$ cat config.mk
export PLATFORM = sky130hd
export DESIGN_NAME = cpu_regfile_mp_flat
export DESIGN_NICKNAME = d
export VERILOG_FILES = /design/src/rtl/cpu_regfile_mp_if.sv /design/src/rtl/cpu_regfile_mp.sv /design/src/flat_wrapper.sv
export SDC_FILE = /design/constraint.sdc
export NUM_CORES = 1
export LEC_CHECK = 0
export CAP_MARGIN = 20
export CORE_ASPECT_RATIO = 1.1
export CORE_UTILIZATION = 45
export CTS_CLUSTER_SIZE = 24
export DETAILED_ROUTE_END_ITERATION = 10
export PLACE_DENSITY = 0.69
export SLEW_MARGIN = 20
export SYNTH_ARGS = -nofsm -noshare
export SYNTH_HDL_FRONTEND = slang
export SYNTH_SLANG_ARGS = --single-unit
$ cat constraint.sdc
create_clock -name clk -period 1.9 [get_ports clk]
set_clock_uncertainty 0.1 [all_clocks]
set_input_delay 0.38 -clock clk [delete_from_list [all_inputs] [get_ports clk]]
set_output_delay 0.38 -clock clk [all_outputs]
set_load 0.005 [all_outputs]
$ cat src/rtl/cpu_regfile_mp_if.sv
// Register file port bundle: writeback, two read ports, issue scoreboard and debug taps.
// master drives addresses/strobes (decode + writeback), slave is the register file.
interface cpu_regfile_mp_if #(
    parameter int WIDTH = 16,
    parameter int DEPTH = 8
);
    localparam int AW = $clog2(DEPTH);

    logic             wr_en;
    logic [AW-1:0]    wr_sel;
    logic [WIDTH-1:0] wr_data;
    logic [AW-1:0]    rd_a_sel;
    logic [WIDTH-1:0] rd_a_data;
    logic [AW-1:0]    rd_b_sel;
    logic [WIDTH-1:0] rd_b_data;
    logic             issue_en;
    logic [AW-1:0]    issue_sel;
    logic             busy_a;
    logic             busy_b;
    logic             hazard;
    logic [WIDTH-1:0] reg0_q;
    logic [WIDTH-1:0] reg1_q;

    modport master (
        output wr_en, wr_sel, wr_data, rd_a_sel, rd_b_sel, issue_en, issue_sel,
        input  rd_a_data, rd_b_data, busy_a, busy_b, hazard, reg0_q, reg1_q
    );

    modport slave (
        input  wr_en, wr_sel, wr_data, rd_a_sel, rd_b_sel, issue_en, issue_sel,
        output rd_a_data, rd_b_data, busy_a, busy_b, hazard, reg0_q, reg1_q
    );
endinterface

$ cat src/rtl/cpu_regfile_mp.sv
// Multi-port register file: 1 write, 2 read ports, optional bypass, busy scoreboard.
// Latency: reads combinational (READ_REG=0) or 1 cycle (READ_REG=1); busy/hazard always combinational.
// Backpressure: none accepted; hazard is the stall request decode must honour.
module cpu_regfile_mp #(
    parameter int WIDTH    = 16,
    parameter int DEPTH    = 8,
    parameter int BYPASS   = 1,
    parameter int READ_REG = 0,
    parameter int ZERO_REG = 0
) (
    input  logic                  clk,
    input  logic                  rst_n,
    cpu_regfile_mp_if.slave       rf
);
    localparam int AW = $clog2(DEPTH);

    logic [WIDTH-1:0] regs [DEPTH];
    logic [DEPTH-1:0] busy;
    logic [DEPTH-1:0] busy_nxt;

    logic [AW-1:0]    sel  [2];
    logic             hit  [2];
    logic [WIDTH-1:0] mux  [2];
    logic [WIDTH-1:0] rd_q [2];
    logic             busy_p [2];

    logic wr_drop;
    logic issue_drop;

    assign wr_drop    = (ZERO_REG != 0) && (rf.wr_sel == '0);
    assign issue_drop = (ZERO_REG != 0) && (rf.issue_sel == '0);

    assign sel[0] = rf.rd_a_sel;
    assign sel[1] = rf.rd_b_sel;

    // Issue is applied after the write clear so a new producer stays pending.
    always_comb begin
        busy_nxt = busy;
        if (rf.wr_en) begin
            busy_nxt[rf.wr_sel] = 1'b0;
        end
        if (rf.issue_en && !issue_drop) begin
            busy_nxt[rf.issue_sel] = 1'b1;
        end
    end

    always_ff @(posedge clk or negedge rst_n) begin
        if (!rst_n) begin
            for (int i = 0; i < DEPTH; i++) begin
                regs[i] <= '0;
            end
            busy <= '0;
        end else begin
            if (rf.wr_en && !wr_drop) begin
                regs[rf.wr_sel] <= rf.wr_data;
            end
            busy <= busy_nxt;
        end
    end

    // Reset gating keeps a bypassed wr_data from leaking out while rst_n is low.
    always_comb begin
        for (int p = 0; p < 2; p++) begin
            hit[p]    = rf.wr_en && (rf.wr_sel == sel[p]);
            mux[p]    = regs[sel[p]];
            busy_p[p] = busy[sel[p]] & ~((BYPASS != 0) & hit[p]);
            if (!rst_n || ((ZERO_REG != 0) && (sel[p] == '0))) begin
                mux[p] = '0;
            end else if ((BYPASS != 0) && hit[p]) begin
                mux[p] = rf.wr_data;
            end
        end
    end

    if (READ_REG != 0) begin : g_rd_reg
        always_ff @(posedge clk or negedge rst_n) begin
            if (!rst_n) begin
                rd_q[0] <= '0;
                rd_q[1] <= '0;
            end else begin
                rd_q[0] <= mux[0];
                rd_q[1] <= mux[1];
            end
        end
    end else begin : g_rd_comb
        always_comb begin
            rd_q[0] = mux[0];
            rd_q[1] = mux[1];
        end
    end

    assign rf.rd_a_data = rd_q[0];
    assign rf.rd_b_data = rd_q[1];
    assign rf.busy_a    = busy_p[0];
    assign rf.busy_b    = busy_p[1];
    assign rf.hazard    = busy_p[0] | busy_p[1];
    assign rf.reg0_q    = (ZERO_REG != 0) ? '0 : regs[0];
    assign rf.reg1_q    = regs[1];
endmodule

$ cat src/flat_wrapper.sv
// flat-port wrapper written by rule: the top's interface ports become plain ports
module cpu_regfile_mp_flat 
#(
    parameter int WIDTH    = 16,
    parameter int DEPTH    = 8,
    parameter int BYPASS   = 1,
    parameter int READ_REG = 0,
    parameter int ZERO_REG = 0
)
  (clk, rst_n, rf_wr_en, rf_wr_sel, rf_wr_data, rf_rd_a_sel, rf_rd_b_sel, rf_issue_en, rf_issue_sel, rf_rd_a_data, rf_rd_b_data, rf_busy_a, rf_busy_b, rf_hazard, rf_reg0_q, rf_reg1_q);
  cpu_regfile_mp_if #(.WIDTH(WIDTH), .DEPTH(DEPTH)) rf_i ();
  input  logic clk;
  input  logic rst_n;
  input wire logic [$bits(rf_i.wr_en)-1:0] rf_wr_en;
  input wire logic [$bits(rf_i.wr_sel)-1:0] rf_wr_sel;
  input wire logic [$bits(rf_i.wr_data)-1:0] rf_wr_data;
  input wire logic [$bits(rf_i.rd_a_sel)-1:0] rf_rd_a_sel;
  input wire logic [$bits(rf_i.rd_b_sel)-1:0] rf_rd_b_sel;
  input wire logic [$bits(rf_i.issue_en)-1:0] rf_issue_en;
  input wire logic [$bits(rf_i.issue_sel)-1:0] rf_issue_sel;
  output wire logic [$bits(rf_i.rd_a_data)-1:0] rf_rd_a_data;
  output wire logic [$bits(rf_i.rd_b_data)-1:0] rf_rd_b_data;
  output wire logic [$bits(rf_i.busy_a)-1:0] rf_busy_a;
  output wire logic [$bits(rf_i.busy_b)-1:0] rf_busy_b;
  output wire logic [$bits(rf_i.hazard)-1:0] rf_hazard;
  output wire logic [$bits(rf_i.reg0_q)-1:0] rf_reg0_q;
  output wire logic [$bits(rf_i.reg1_q)-1:0] rf_reg1_q;
  assign rf_i.wr_en = rf_wr_en;
  assign rf_i.wr_sel = rf_wr_sel;
  assign rf_i.wr_data = rf_wr_data;
  assign rf_i.rd_a_sel = rf_rd_a_sel;
  assign rf_i.rd_b_sel = rf_rd_b_sel;
  assign rf_i.issue_en = rf_issue_en;
  assign rf_i.issue_sel = rf_issue_sel;
  assign rf_rd_a_data = rf_i.rd_a_data;
  assign rf_rd_b_data = rf_i.rd_b_data;
  assign rf_busy_a = rf_i.busy_a;
  assign rf_busy_b = rf_i.busy_b;
  assign rf_hazard = rf_i.hazard;
  assign rf_reg0_q = rf_i.reg0_q;
  assign rf_reg1_q = rf_i.reg1_q;
  cpu_regfile_mp #(.WIDTH(WIDTH), .DEPTH(DEPTH), .BYPASS(BYPASS), .READ_REG(READ_REG), .ZERO_REG(ZERO_REG)) u_core (.clk(clk), .rst_n(rst_n), .rf(rf_i));
endmodule
# Yosys cells after proc, flatten, opt, wreduce, memory -nomap -nowiden
# Index checks and enable logic that the tools add are counted.
[op_classes]
bitwise = 11
muxes = 23
reduce_logical = 5
eq_ne = 2
n_lt_le_gt_ge = 10
[op_table]
columns = ["operator", "count"]
rows = [
  ["$mux 16", 9],
  ["$bwmux 128", 1],
  ["$bmux 16 s3", 2],
  ["$demux 16 s3", 1],
  ["$lt 3x4->1 const B", 4],
  ["$mux 8", 2],
  ["$ge 4x4->1 const B", 3],
  ["$not 3->4", 3],
  ["$and 8x8->8", 1],
  ["$not 8->8", 1],
  ["$or 8x8->8", 1],
  ["$bmux 1 s3", 2],
  ["$demux 1 s3", 2],
  ["$eq 3x3->1", 2],
  ["$ge 3x1->1 const B", 2],
  ["$logic_and 1x1->1", 5],
  ["$lt 4x1->1 const B", 1],
  ["$mux 1", 4],
  ["$and 1x1->1", 2],
  ["$not 1->1", 2],
  ["$or 1x1->1", 1],
]
[word_totals]
reg_bits = 136
inputBits = 32
wordCells = 60

# Logic depth before layout (Yosys ltp)
[depth]
word_depth = 9
mapped_depth = 7
mapped_depth_nobuf = 4

# Worst setup path before layout
# OpenSTA, ideal clock, no wires.
[synth_path]
kind = "input -> output"
startpoint = "in rf_rd_a_sel[1]"
endpoint = "out rf_rd_a_data[0]"
path_buffers = 2
t_arrival_ns = 1.458
slack_ns = -0.038
cell_stages = 5
path_cell_list = "buf_4 buf_4 mux4_2 a21oi_1 a21oi_1"
[synth_between]
elab_chain_len = 6
elab_cells_between_ends = 8
[synth_rtl]
columns = ["item", "line", "rtl"]
rows = [
  ["start: declaration", "flat_wrapper.sv:17", "input wire logic [$bits(rf_i.rd_a_sel)-1:0] rf_rd_a_sel;"],
  ["$not 3->4 (implied by the code)", "cpu_regfile_mp.sv:65", "mux[p] = regs[sel[p]];"],
  ["$bmux 16 s3", "cpu_regfile_mp.sv:65", ""],
  ["$mux 16 (implied by the code) (2 in series)", "cpu_regfile_mp.sv:65", ""],
  ["$mux 16 (*)", "cpu_regfile_mp.sv:69", "end else if ((BYPASS != 0) && hit[p]) begin"],
  ["$mux 16 (*)", "cpu_regfile_mp.sv:67", "if (!rst_n || ((ZERO_REG != 0) && (sel[p] == '0))) begin"],
  ["end: declaration", "flat_wrapper.sv:21", "output wire logic [$bits(rf_i.rd_a_data)-1:0] rf_rd_a_data;"],
]
# Mark *: on every way between the ends. The rest lies on a longest branch, timed or not. The select of a mux whose other input is x is not followed.

# Final worst setup path
[layout_path]
startpoint = "reg u_core.regs[13] (netlist bit)"
endpoint = "out rf_rd_b_data[13]"
[layout_between]
elab_chain_len = 5
[layout_rtl]
columns = ["item", "line", "rtl"]
rows = [
  ["start: declaration", "cpu_regfile_mp.sv:17", "logic [WIDTH-1:0] regs [DEPTH];"],
  ["start signal: indexed assignment", "cpu_regfile_mp.sv:55", "regs[rf.wr_sel] <= rf.wr_data;"],
  ["$bmux 16 s3", "cpu_regfile_mp.sv:65", ""],
  ["$mux 16 (implied by the code) (2 in series)", "cpu_regfile_mp.sv:65", ""],
  ["$mux 16", "cpu_regfile_mp.sv:69", ""],
  ["$mux 16", "cpu_regfile_mp.sv:67", ""],
  ["end: declaration", "flat_wrapper.sv:22", "output wire logic [$bits(rf_i.rd_b_data)-1:0] rf_rd_b_data;"],
]
# No other way between the ends. The select of a mux whose other input is x is not followed.

==> out/qor_table.md <==
| Step | Parameter | This run |
|:---|:---|:---|
| sta | Setup slack after layout | -0.425 ns |
| routing | Remaining antenna violation count | 0 |
| place | Total cell area at the placement stage | 9800 um2 |
| layout | Fraction of layout cells with a size suffix above 1 | 0.562 |
| grt | Number of global-route vias before repair | 6959 |
| floorplan | Number of ports placed on the die boundary | 99 |
| worst setup path | Critical-path cell list | buf_6 -> mux4_2 -> a21oi_4 -> a21oi_2 -> buf_2 |
| routing | DR DRC count | 0 |
| grt | Antenna violations before repair | 0 |
| clocking | Clock buffer count from CTS | 17 |
| yosys | Cell with the most instances after synthesis | dfrtp_1 |
| yosys | Count of flip-flops with a built-in enable after synthesis | 0 |
| pwr | Peak supply drop | 0.765 mV |
| worst setup path | Critical path launch point type | register |
| clocking | Clock sinks | 136 |
| flow run | Number of max-capacitance violations reported | 0 |
| routing | Total length of routed wires | 25000 um |
| outcome | Outcome | finished with violations |
| grt | Wire length of the first global-routing pass | 38600 um |
| yosys | Number of synthesized register bits | 136 |
| sta | Share of the cycle needed by the critical path after routing | 1.22 |
| yosys | Library cells used by synthesis | 27 |
| floorplan | Starting Density | 0.464 |
| clocking | Clock tree from TritonCTS | built |
| sta | Highest clock frequency the design can meet | 0.430 GHz |
| worst setup path | Req. time, crit path | 1.42 ns |
| grt | Total gr overflow | 0 |
| floorplan | Die height | 142 um |
| yosys | Syn Inst Count | 639 |
| worst setup path | Launching point of the worst reg2reg path | u_core.rf.reg1_q[8]$_DFFE_PN0P_ |
| sta | Crit path time final | 2.33 ns |
| floorplan | Core area | 17200 um2 |
| worst setup path | Family with the most delay on the worst path | multiplexers |
| grt | Overall Global Routing Usage | 0.287 |
| place | Placer congestion estimate | 0.871 |
| clocking | Insertion delay of the later-clocked pin in the worst-skew pair | 0.43 ns |
| yosys | Number of warnings issued by yosys | 0 |
| sta | Final Hold Violating Endpoints | 0 |
| worst setup path | Total stage count of the critical path | 5 |
| worst setup path | Slowest cell on the critical path | mux4_2 |
| worst setup path | Worst Path Buf+Inv | 2 |
| worst setup path | Slowest stage delay, CP | 0.51 ns |
| yosys | Proportion of register bits with asynchronous set or reset after synthesis | 1.00 |
| sta | Slew margin rel. | 0.700 |
| floorplan | FP Rows | 50 |
| worst setup path | Number of cells on the worst reg-to-reg path | 4 |
| routing | First DRT Iteration DRCs | 463 |
| layout | Area added between synthesis and finish | 37.0% |
| layout | Antenna diodes | 0 |
| sta | Number of setup violations in the final report | 35 |
| clocking | Deepest level of the CTS H-tree | 4 |
| worst setup path | Largest driver fanout on the critical path | 2 |
| place | Number of port buffers | 98 |
| worst setup path | Crit path DAT | 1.85 ns |
| yosys | Average cell area after synthesis | 12.5 um2 |
| layout | Post-Layout Inst Area | 10900 um2 |
| clocking | Buffer depth of the longest clock path | 2 |
| place | Total half-perimeter wirelength after legalization and detailed placement | 16700 um |
| sta | Slew at the pin with the worst max-slew slack | 0.449 ns |
| routing | Via density per instance | 5.84 |
| yosys | Largest cells by area after synthesis | dfrtp_1, mux2_2, mux4_2 |
| sta | Final max-slew violation count | 0 |
| yosys | Mapped cell area | 7990 um2 |
| sta | Post-route worst hold slack | 0.00342 ns |
| floorplan | Total die area | 18300 um2 |
| clocking | Clock transition at the registers of the reported paths | 0.06 ns |
| yosys | Most frequent cells after synthesis | dfrtp_1, mux2_2, mux2i_1 |
| worst setup path | Crit path from | u_core.regs[13]$_DFFE_PN0P_ |
| routing | TritonRoute pass-1 iters | 5 |
| yosys | Post-Synthesis Net Count | 671 |
| layout | Number of nets in the layout | 872 |
| grt | Pin count of the biggest net entering global routing | 33 |
| pwr | Power density over the cells | 986 nW/um2 |
| yosys | Cell taking the most area after synthesis | dfrtp_1 |
| layout | Core occupancy in the finished layout | 0.636 |
| yosys | Share of Yosys cell area claimed by the top area cell type | 0.426 |
| floorplan | Die width | 129 um |
| min path | Tightest Hold Check Type | input pin to asynchronous set/reset pin |
| sta | Unrepaired setup endpoints after global routing | yes |
| yosys | Primary flip-flop cell chosen by synthesis mapping | dfrtp_1 |
| worst setup path | Critical path class | register to primary output |
| routing | Wirelength per Cell | 23.0 um |
| worst setup path | Nature of the critical path endpoint | primary output |
| clocking | Clk Tree Root Cell | clkbuf_16 |
| pwr | LEAKAGE | 4.94 nW |
| routing | Detailed-route via count | 6351 |
| sta | Total negative slack for setup checks | -10.42 ns |
| outcome | Violations in the final reports | setup timing |
| yosys | Portion of the post-synthesis area used by sequential elements | 0.426 |
-- layer usage --
| layer | vias up | wire length, um | global-route usage |
|---|---|---|---|
| li1 | 2784 | - | - |
| met1 | 3249 | 9870 | 0.345 |
| met2 | 251 | 12800 | 0.494 |
| met3 | 67 | 1530 | 0.0618 |
| met4 | 0 | 750 | 0.128 |
| met5 | - | 0 | 0 |
-- cell type report --
type                       count  area, um2
sequential                   136       3400
clock inverter                12        151
tap                          234        293
timing repair buffer         279       2420
multi-input combinational    402       4220
clock buffer                  20        447
fill                        1274       6260
inverter                       4       15.0
-- power breakdown --
part	total (W)	internal (W)	switching (W)
clock	0.00338	0.00209	0.00129
combinational	0.00336	0.00204	0.00132
sequential	0.00405	0.00354	0.000511
total	0.0108	0.00767	0.00313
-- kinds of logic (layout without fill, tap and decap cells) --
kind of cell | after synthesis | count (layout) | share of synthesized area
and+or+nand+nor | 29 | 29 | 0.0312
xor gates and xnor gates | 6 | 6 | 0.00658
muxes | 234 | 234 | 0.370
AOI/OAI and AO/OA | 133 | 133 | 0.0894
buffers and inverters | 101 | 315 | 0.0772
DFF | 136 | 136 | 0.426
-- timing repair --
item / 4_1_cts / 5_1_grt
pin swaps: 58 / 14
setup buffers: 33 / 7
hold buffers: 5 / 0
endpoints found under the setup margin: 76 / 38
hold endpoints to repair: 26 / 0
gates resized for setup: 247 / 36
cloned: 2 / 1
-- through the flow --
stage,worst slack (ns),power [W],instances
global placement,-1.06,0.00690,1007
detailed placement,-1.04,0.00706,1007
global route,-0.456,0.0113,1087
floorplan,-0.00791,0.00577,639
finish,-0.425,0.0108,1087
CTS,-0.403,0.0107,1079
-- registers in the layout, indices dropped and copies added (netlist names) --
name and count:
u_core.busy 8, u_core.rf.reg0_q 16, u_core.rf.reg1_q 16, u_core.regs 96
-- worst reg2reg max path: stages (launching register included) --
cell and delay, ns:
dfrtp_1 0.39, buf_6 0.12, buf_4 0.12, buf_4 0.12, mux2_2 0.25
-- worst paths after layout --
check	to	slack (ns)
worst max-delay path	rf_rd_b_data[13]	-0.43
worst min-delay path	u_core.regs[35]$_DFFE_PN0P_	0.003
worst max register to register	u_core.rf.reg1_q[8]$_DFFE_PN0P_	0.68
worst min register to register	u_core.regs[15]$_DFFE_PN0P_	0.42
max in group asynchronous	u_core.regs[91]$_DFFE_PN0P_	0.71
min in group clk	u_core.regs[15]$_DFFE_PN0P_	0.42
-- cells in the final DEF, fill, tap and decap left out, types with 5 or more instances in the layout --
master and n:
a21oi_1 18, a21oi_2 41, buf_12 12, buf_2 39
buf_4 136, buf_6 29, clkbuf_16 17, clkdlybuf4s50_1 28
dfrtp_1 136, dlygate4sd2_1 20, dlygate4sd3_1 5, mux2_2 128
mux2i_1 70, mux4_2 36, nand2_1 7, o21ai_0 30
o21ai_1 6, o22ai_1 32, xnor2_2 5
Note: power is estimated with default switching activity, not from simulation.
